`config.mk`:
```
export PLATFORM = sky130hd
export DESIGN_NAME = vga_scanout_engine_flat
export DESIGN_NICKNAME = d
export VERILOG_FILES = /design/src/rtl/vga_scanout_engine_pkg.sv /design/src/rtl/vga_scanout_engine_if.sv /design/src/rtl/vga_timing_gen.sv /design/src/rtl/vga_scanout_engine.sv /design/src/flat_wrapper.sv
export SDC_FILE = /design/constraint.sdc
export NUM_CORES = 1
export LEC_CHECK = 0
export BUFFER_PORTS_ARGS = -buffer_cell sky130_fd_sc_hd__buf_2
export CAP_MARGIN = 20
export CORE_UTILIZATION = 57
export DETAILED_ROUTE_END_ITERATION = 16
export GPL_ROUTABILITY_DRIVEN = 0
export PLACE_DENSITY = 0.8
export SLEW_MARGIN = 20
export SYNTH_ARGS = -nofsm -noshare
export SYNTH_HDL_FRONTEND = slang
export SYNTH_SLANG_ARGS = --single-unit
```
`constraint.sdc`:
```
create_clock -name CLK -period 6.1 [get_ports CLK]
set_clock_uncertainty 0.2 [all_clocks]
set_input_delay 0.915 -clock CLK [delete_from_list [all_inputs] [get_ports CLK]]
set_output_delay 0.915 -clock CLK [all_outputs]
set_load 0.01 [all_outputs]
```
`src/rtl/vga_scanout_engine_pkg.sv`:
```
// Shared timing defaults, pixel colour type and width helpers for the VGA scan-out engine
// and the raster timing generator.
package vga_scanout_engine_pkg;

    localparam int DEF_H_ACTIVE = 640;
    localparam int DEF_H_FP     = 16;
    localparam int DEF_H_SYNC   = 96;
    localparam int DEF_H_BP     = 48;
    localparam int DEF_V_ACTIVE = 480;
    localparam int DEF_V_FP     = 10;
    localparam int DEF_V_SYNC   = 2;
    localparam int DEF_V_BP     = 33;
    localparam int DEF_CLK_DIV  = 2;
    localparam int DEF_BPP      = 8;
    localparam int DEF_SCALE    = 1;

    typedef struct packed {
        logic [2:0] r;
        logic [2:0] g;
        logic [1:0] b;
    } rgb_t;

    function automatic int vga_clog2(input int n);
        int r;
        r = 0;
        for (int i = 0; i < 31; i++) begin
            if ((1 << i) < n) r = i + 1;
        end
        return r;
    endfunction

    // Register width able to hold 0..n-1, never narrower than one bit.
    function automatic int vga_width(input int n);
        return (n > 1) ? vga_clog2(n) : 1;
    endfunction

endpackage

```
`src/rtl/vga_scanout_engine_if.sv`:
```
// Video-memory read port plus the CPU framebuffer-base write port of the scan-out engine.
interface vga_scanout_engine_if;

    logic [31:0] vid_adr;
    logic [31:0] vid_data;
    logic [31:0] fb_base;
    logic        fb_base_we;

    modport master (
        output vid_adr,
        input  vid_data,
        input  fb_base,
        input  fb_base_we
    );

    modport slave (
        input  vid_adr,
        output vid_data,
        output fb_base,
        output fb_base_we
    );

endinterface

```
`src/rtl/vga_timing_gen.sv`:
```
// Pixel clock-enable divider and raster counters with raw syncs, active flag and frame-start pulse.
module vga_timing_gen
    import vga_scanout_engine_pkg::*;
#(
    parameter int H_ACTIVE = DEF_H_ACTIVE,
    parameter int H_FP     = DEF_H_FP,
    parameter int H_SYNC   = DEF_H_SYNC,
    parameter int H_BP     = DEF_H_BP,
    parameter int V_ACTIVE = DEF_V_ACTIVE,
    parameter int V_FP     = DEF_V_FP,
    parameter int V_SYNC   = DEF_V_SYNC,
    parameter int V_BP     = DEF_V_BP,
    parameter int CLK_DIV  = DEF_CLK_DIV,
    localparam int H_TOT   = H_ACTIVE + H_FP + H_SYNC + H_BP,
    localparam int V_TOT   = V_ACTIVE + V_FP + V_SYNC + V_BP,
    localparam int HW      = vga_width(H_TOT),
    localparam int VW      = vga_width(V_TOT)
) (
    input  logic          CLK,
    input  logic          reset,
    output logic          pix_ce,
    output logic [HW-1:0] hcnt,
    output logic [VW-1:0] vcnt,
    output logic          hsync_raw,
    output logic          vsync_raw,
    output logic          active,
    output logic          frame_start
);

    localparam int DW       = vga_width(CLK_DIV);
    localparam int HS_START = H_ACTIVE + H_FP;
    localparam int HS_END   = HS_START + H_SYNC;
    localparam int VS_START = V_ACTIVE + V_FP;
    localparam int VS_END   = VS_START + V_SYNC;

    logic [DW-1:0] div;
    logic [31:0]   h32;
    logic [31:0]   v32;

    assign pix_ce = (div == DW'(CLK_DIV - 1));

    always_ff @(posedge CLK or posedge reset) begin
        if (reset) begin
            div <= '0;
        end else if (pix_ce) begin
            div <= '0;
        end else begin
            div <= div + 1'b1;
        end
    end

    always_ff @(posedge CLK or posedge reset) begin
        if (reset) begin
            hcnt <= '0;
            vcnt <= '0;
        end else if (pix_ce) begin
            if (hcnt == HW'(H_TOT - 1)) begin
                hcnt <= '0;
                vcnt <= (vcnt == VW'(V_TOT - 1)) ? '0 : vcnt + 1'b1;
            end else begin
                hcnt <= hcnt + 1'b1;
            end
        end
    end

    // Sync windows are compared at 32 bits so a window ending exactly at 2**HW cannot wrap.
    assign h32 = 32'(hcnt);
    assign v32 = 32'(vcnt);

    assign hsync_raw   = !((h32 >= 32'(HS_START)) && (h32 < 32'(HS_END)));
    assign vsync_raw   = !((v32 >= 32'(VS_START)) && (v32 < 32'(VS_END)));
    assign active      = (h32 < 32'(H_ACTIVE)) && (v32 < 32'(V_ACTIVE));
    assign frame_start = pix_ce && (hcnt == '0) && (vcnt == '0);

endmodule

```
`src/rtl/vga_scanout_engine.sv`:
```
// Framebuffer scan-out: double-buffered base, pixel address generation, word fetch,
// BPP unpacking with replication to RRRGGGBB, and sync alignment with the pixel pipeline.
module vga_scanout_engine
    import vga_scanout_engine_pkg::*;
#(
    parameter int H_ACTIVE = DEF_H_ACTIVE,
    parameter int H_FP     = DEF_H_FP,
    parameter int H_SYNC   = DEF_H_SYNC,
    parameter int H_BP     = DEF_H_BP,
    parameter int V_ACTIVE = DEF_V_ACTIVE,
    parameter int V_FP     = DEF_V_FP,
    parameter int V_SYNC   = DEF_V_SYNC,
    parameter int V_BP     = DEF_V_BP,
    parameter int CLK_DIV  = DEF_CLK_DIV,
    parameter int BPP      = DEF_BPP,
    parameter int SCALE    = DEF_SCALE
) (
    input  logic                        CLK,
    input  logic                        reset,
    input  logic                        en,
    vga_scanout_engine_if.master        vid,
    output logic                        hsync,
    output logic                        vsync,
    output logic [2:0]                  VGA_R,
    output logic [2:0]                  VGA_G,
    output logic [1:0]                  VGA_B,
    output logic                        frame_start
);

    localparam int H_TOT    = H_ACTIVE + H_FP + H_SYNC + H_BP;
    localparam int V_TOT    = V_ACTIVE + V_FP + V_SYNC + V_BP;
    localparam int HW       = vga_width(H_TOT);
    localparam int VW       = vga_width(V_TOT);
    localparam int SW       = H_ACTIVE / SCALE;
    localparam int PPW      = 32 / BPP;
    localparam int SEL_W    = vga_width(PPW);
    localparam int SCALE_SH = vga_clog2(SCALE);
    localparam int PPW_SH   = vga_clog2(PPW);

    logic          pix_ce;
    logic [HW-1:0] hcnt;
    logic [VW-1:0] vcnt;
    logic          hsync_raw;
    logic          vsync_raw;
    logic          active;

    vga_timing_gen #(
        .H_ACTIVE (H_ACTIVE),
        .H_FP     (H_FP),
        .H_SYNC   (H_SYNC),
        .H_BP     (H_BP),
        .V_ACTIVE (V_ACTIVE),
        .V_FP     (V_FP),
        .V_SYNC   (V_SYNC),
        .V_BP     (V_BP),
        .CLK_DIV  (CLK_DIV)
    ) u_timing (
        .CLK         (CLK),
        .reset       (reset),
        .pix_ce      (pix_ce),
        .hcnt        (hcnt),
        .vcnt        (vcnt),
        .hsync_raw   (hsync_raw),
        .vsync_raw   (vsync_raw),
        .active      (active),
        .frame_start (frame_start)
    );

    // MSB-first replication of a BPP-bit pixel to 8 bits, read as RRRGGGBB.
    function automatic rgb_t map_pixel(input logic [BPP-1:0] p);
        return rgb_t'({(8 / BPP){p}});
    endfunction

    logic [31:0]      pending_base;
    logic [31:0]      active_base;
    logic [31:0]      base_eff;
    logic             en_act;
    logic             en_eff;
    logic             fetch;
    logic [31:0]      sx;
    logic [31:0]      sy;
    logic [31:0]      pix_idx;
    logic [31:0]      adr_next;
    logic [SEL_W-1:0] sel_next;
    logic [SEL_W-1:0] sel_p0;
    logic             vis_p0;
    logic             hs_p0;
    logic             vs_p0;
    logic [BPP-1:0]   pix_raw;
    rgb_t             rgb_next;

    // On the frame-start tick the incoming base/enable are used directly, so the first
    // pixel of the new frame already fetches from the new buffer.
    assign base_eff = frame_start ? (vid.fb_base_we ? vid.fb_base : pending_base) : active_base;
    assign en_eff   = frame_start ? en : en_act;
    assign fetch    = active && en_eff;

    always_ff @(posedge CLK or posedge reset) begin
        if (reset) begin
            pending_base <= '0;
            active_base  <= '0;
            en_act       <= 1'b0;
        end else begin
            if (vid.fb_base_we) begin
                pending_base <= vid.fb_base;
            end
            if (frame_start) begin
                active_base <= base_eff;
                en_act      <= en;
            end
        end
    end

    assign sx       = 32'(hcnt) >> SCALE_SH;
    assign sy       = 32'(vcnt) >> SCALE_SH;
    assign pix_idx  = sy * 32'(SW) + sx;
    assign adr_next = base_eff + ((pix_idx >> PPW_SH) << 2);
    assign sel_next = SEL_W'(pix_idx & 32'(PPW - 1));

    // S0: word address to memory, pixel-in-word select, first sync/visibility delay
    always_ff @(posedge CLK or posedge reset) begin
        if (reset) begin
            vid.vid_adr <= '0;
            vis_p0      <= 1'b0;
            hs_p0       <= 1'b1;
            vs_p0       <= 1'b1;
        end else if (pix_ce) begin
            vis_p0 <= fetch;
            hs_p0  <= hsync_raw;
            vs_p0  <= vsync_raw;
            if (fetch) begin
                vid.vid_adr <= adr_next;
            end
        end
    end

    always_ff @(posedge CLK) begin
        if (pix_ce && fetch) begin
            sel_p0 <= sel_next;
        end
    end

    // S1: read word arrives one CLK after the address; extract the selected pixel (pixel 0 in LSBs)
    assign pix_raw  = BPP'(vid.vid_data >> (32'(sel_p0) * 32'(BPP)));
    assign rgb_next = map_pixel(pix_raw);

    // S2: registered colour and syncs, blanked outside the visible, enabled area
    always_ff @(posedge CLK or posedge reset) begin
        if (reset) begin
            hsync <= 1'b1;
            vsync <= 1'b1;
            VGA_R <= '0;
            VGA_G <= '0;
            VGA_B <= '0;
        end else if (pix_ce) begin
            hsync <= hs_p0;
            vsync <= vs_p0;
            VGA_R <= vis_p0 ? rgb_next.r : 3'd0;
            VGA_G <= vis_p0 ? rgb_next.g : 3'd0;
            VGA_B <= vis_p0 ? rgb_next.b : 2'd0;
        end
    end

endmodule
```
`src/flat_wrapper.sv`:
```
// flat-port wrapper written by rule: the top's interface ports become plain ports
module vga_scanout_engine_flat import vga_scanout_engine_pkg::*;
#(
    parameter int H_ACTIVE = DEF_H_ACTIVE,
    parameter int H_FP     = DEF_H_FP,
    parameter int H_SYNC   = DEF_H_SYNC,
    parameter int H_BP     = DEF_H_BP,
    parameter int V_ACTIVE = DEF_V_ACTIVE,
    parameter int V_FP     = DEF_V_FP,
    parameter int V_SYNC   = DEF_V_SYNC,
    parameter int V_BP     = DEF_V_BP,
    parameter int CLK_DIV  = DEF_CLK_DIV,
    parameter int BPP      = DEF_BPP,
    parameter int SCALE    = DEF_SCALE
)
  (CLK, reset, en, hsync, vsync, VGA_R, VGA_G, VGA_B, frame_start, vid_vid_adr, vid_vid_data, vid_fb_base, vid_fb_base_we);
  vga_scanout_engine_if vid_i ();
  input  logic CLK;
  input  logic reset;
  input  logic en;
  output logic hsync;
  output logic vsync;
  output logic [2:0] VGA_R;
  output logic [2:0] VGA_G;
  output logic [1:0] VGA_B;
  output logic frame_start;
  output wire logic [$bits(vid_i.vid_adr)-1:0] vid_vid_adr;
  input wire logic [$bits(vid_i.vid_data)-1:0] vid_vid_data;
  input wire logic [$bits(vid_i.fb_base)-1:0] vid_fb_base;
  input wire logic [$bits(vid_i.fb_base_we)-1:0] vid_fb_base_we;
  assign vid_vid_adr = vid_i.vid_adr;
  assign vid_i.vid_data = vid_vid_data;
  assign vid_i.fb_base = vid_fb_base;
  assign vid_i.fb_base_we = vid_fb_base_we;
  vga_scanout_engine #(.H_ACTIVE(H_ACTIVE), .H_FP(H_FP), .H_SYNC(H_SYNC), .H_BP(H_BP), .V_ACTIVE(V_ACTIVE), .V_FP(V_FP), .V_SYNC(V_SYNC), .V_BP(V_BP), .CLK_DIV(CLK_DIV), .BPP(BPP), .SCALE(SCALE)) u_core (.CLK(CLK), .reset(reset), .en(en), .vid(vid_i), .hsync(hsync), .vsync(vsync), .VGA_R(VGA_R), .VGA_G(VGA_G), .VGA_B(VGA_B), .frame_start(frame_start));
endmodule
```
==> out/metrics.json <==
{
  "power.combinational.fraction": 0.122,
  "vias_per_cell": 5.83,
  "floorplan.rows": 42,
  "tritoncts": "yes",
  "initial_utilization": 0.581,
  "synth_mux_area_frac": 0.151,
  "cts_resized": 0,
  "dr_total_vias": 6027,
  "outcome": "completed",
  "globalRoute.busiestLayer": "met2",
  "dominantRegCellSynth": "dfrtp_1",
  "core_mm2": 0.0132,
  "most_frequent_cells_in_the_layout": "127 x dfrtp_1, 110 x buf_2, 78 x nand2_1",
  "power-per-cell-area_mw_per_mm2": 250,
  "drtPass1Iterations": 5,
  "final-setup-viol-count": 0,
  "finalCriticalPeriod_ns": 5.18,
  "total_negative_slack_for_setup_checks_ns": 0,
  "post_cts_hold_buffer_count": 0,
  "unrepaired_setup_endpoints_after_global_routing": "false",
  "worstMarginPinSlew_ns": 0.930,
  "gr-usage-met3": 0.0523,
  "grt_util_met1": 0.333,
  "critical_path.max_fanout": 8,
  "drt-initial-drc-count": 318,
  "io_buffers": 110,
  "final_core_utilization": 0.676,
  "post_synth_num_cell_types": 59,
  "antenna_cells_inserted": 0,
  "grt_start_max_net_pins": 67,
  "syn_to_final_growth_pct": 16.3,
  "fmax_mhz": 193,
  "worst_hold_path_type": "reg2reg",
  "ff2ff_path_depth": 19,
  "netlist_instances": 739,
  "synth_simple_gate_area_share": 0.137,
  "global_route.usage.met2": 0.436,
  "hold_viol": 0,
  "synth_edf_count": 2,
  "detailed_route_drc_error_count": 0,
  "syn_nets": 854,
  "p_switching_w": 0.000575,
  "final_common_cell": "dfrtp_1",
  "via_count_of_the_first_global_routing_pass": 6112,
  "power_report.internal_total_w": 0.00166,
  "power_frac_clock": 0.435,
  "nNetsFinal": 959,
  "critPathCaptureType": "register",
  "timing.max_cap.violations": 0,
  "clock_pin_slew_reported_for_the_worst_setup_and_hold_paths_after_clock_tree_synthesis_ns": 0.06,
  "synthesized_area_fraction_occupied_by_xor_and_xnor_cells": 0.0525,
  "final_min_period_over_clock_period": 0.849,
  "fraction_of_power_spent_switching_nets": 0.258,
  "vdd.ir_drop.worst_mv": 0.208,
  "syn-mean-instance-area_um2": 10.4,
  "seqPwrFrac": 0.443,
  "numCtsBuffers": 17,
  "drt_total_wl_um": 17200,
  "ys_seq_elements": 133,
  "critical_path_class": "reg2reg",
  "boundaryPins": 111,
  "ys_async_sr_fraction": 0.985,
  "clock-root-buffer": "clkbuf_16",
  "synth.cell_area_mm2": 0.00767,
  "die_y_um": 118,
  "grt_first_pass_wirelength_um": 29200,
  "cts_sinks": 133,
  "grt_util_all_layers": 0.262,
  "share_of_synthesized_cell_area_in_full_adder_half_adder_and_majority_cells": 0.0796,
  "final_max_slew_viol_count": 0,
  "fp.dieArea_mm2": 0.0139,
  "grt_antenna_before_repair": 0,
  "hold-path-cell-count": 2,
  "drt-wirelength-per-cell_um": 16.6,
  "yosysWarningCount": 0,
  "detailed_place_hpwl_um": 12400,
  "postRouteAntennaNets": 0,
  "synth.yosys.seq_area_share": 0.436,
  "synth_top_family_by_area": "multiplexers",
  "cts_setup_buffers": 0,
  "req_time_crit_path_ns": 6.24,
  "cts_max_level": 4,
  "synth-compound-area-share": 0.110,
  "relative_max_transition_margin": 0.380,
  "max-clock-path-buffers": 2,
  "worstPathArrival_ns": 5.32,
  "leakage_nw": 4.27,
  "dieWidth_um": 118,
  "grt_remaining_overflow": 0,
  "clk-insertion-delay-late_ns": 0.43,
  "final_layout_size_suffix_gt1_frac": 0.281,
  "startpoint_type": "register"
}
## critical path: stages, from the launching register on
cell and delay (ns):
dfrtp_1 0.48, ha_1 0.33, ha_1 0.17, inv_1 0.07
fa_1 0.40, nor2b_1 0.11, o21ai_0 0.10, a21o_1 0.21
and3b_1 0.17, xnor2_1 0.32, nand3_1 0.15, xnor2_1 0.16
ha_1 0.35, o21ai_0 0.10, a21oi_1 0.18, o21ai_0 0.10
a41oi_1 0.35, o21ai_0 0.36, or4_1 0.59, a31oi_1 0.19
## synth_stat cells, drive strengths merged (6+ instances only)
cell type  number  area share
dfrtp         127        0.41
nand2          78       0.038
mux2           76        0.11
o21ai          65       0.042
ha             44       0.072
inv            36       0.018
nor2           30       0.015
nand3          26       0.017
xnor2          26       0.030
a21oi          23       0.015
xor2           20       0.023
clkbuf         16      0.0078
buf            12      0.0077
mux2i          12       0.016
nand4          12      0.0098
nor3           12      0.0078
and3           11      0.0090
a21o            9      0.0088
a31oi           8      0.0065
mux4            8       0.023
nor4            6      0.0069
o211ai          6      0.0059
## flip-flops by register name, indices dropped and copies added, names as in the netlist, 2 cells and up
register              flops
u_core.active_base       32
u_core.pending_base      32
u_core.vid.vid_adr       32
u_core.u_timing.hcnt     10
u_core.u_timing.vcnt     10
u_core.VGA_G              3
u_core.VGA_R              3
u_core.VGA_B              2
u_core.sel_p0             2
## path summary, 6_finish.rpt
path | start | endpoint | slack [ns]
setup / recovery | u_core.u_timing.vcnt[1] | u_core.vid.vid_adr[24] | 0.92
setup reg to reg | u_core.u_timing.vcnt[1] | u_core.vid.vid_adr[24] | 0.92
min in group asynchronous | reset | u_core.VGA_R[1] | 0.44
max in group asynchronous | reset | u_core.pending_base[15] | 3.92
hold reg to reg | u_core.active_base[3] | u_core.active_base[3] | 0.27
hold / removal | u_core.active_base[3] | u_core.active_base[3] | 0.27
## cell type report
class	count	area [um^2]
fillers	997	4280
multi-input cells	541	4070
flip-flops and latches	133	3340
repair buffers	114	581
clock buffers	21	460
well taps	176	220
inverters	37	141
clock inverters	11	101
## cells by family (layout without fill, tap and decap cells)
| family | count (synthesis) | after routing |
|---|---|---|
| xor gates and xnor gates | 46 | 46 |
| AOI/OAI and AO/OA | 140 | 140 |
| and+or+nand+nor | 211 | 211 |
| muxes | 96 | 96 |
| DFF | 133 | 133 |
| other | 1 | 1 |
| buffers and inverters | 65 | 183 |
| adders and majority gates | 47 | 47 |
## routing by layer
metal	vias up	routed length, um	share of wire
met1	2913	7450	0.43
met3	39	881	0.051
li1	2867	-	-
met5	-	0	0
met2	208	8480	0.49
met4	0	389	0.023
## power groups by stage
| stage | clock (W) | sequential (W) | combinational (W) |
|---|---|---|---|
| final | 0.000970 | 0.000989 | 0.000272 |
| after detailed placement | 0 | 0.00100 | 0.000270 |
| after floorplan | 0 | 0.00101 | 0.000162 |
| after CTS | 0.000982 | 0.000989 | 0.000273 |
| after global placement | 0 | 0.000999 | 0.000259 |
| after global routing | 0.00102 | 0.000996 | 0.000302 |
## per-stage QoR
step           setup WS, ns  total power [W]  hold slack [ns]  instance area [um^2]  std cells
5_1_grt               0.578          0.00232            0.291                  8910       1033
3_3_place_gp           1.31          0.00126            0.242                  8350       1001
2_1_floorplan          1.29          0.00117            0.231                  7670        739
4_1_cts               0.964          0.00224            0.271                  8910       1033
3_5_place_dp           1.07          0.00127            0.259                  8350       1001
6_report              0.921          0.00223            0.271                  8910       1033
No activity file was read; power rests on OpenSTA's default activity.
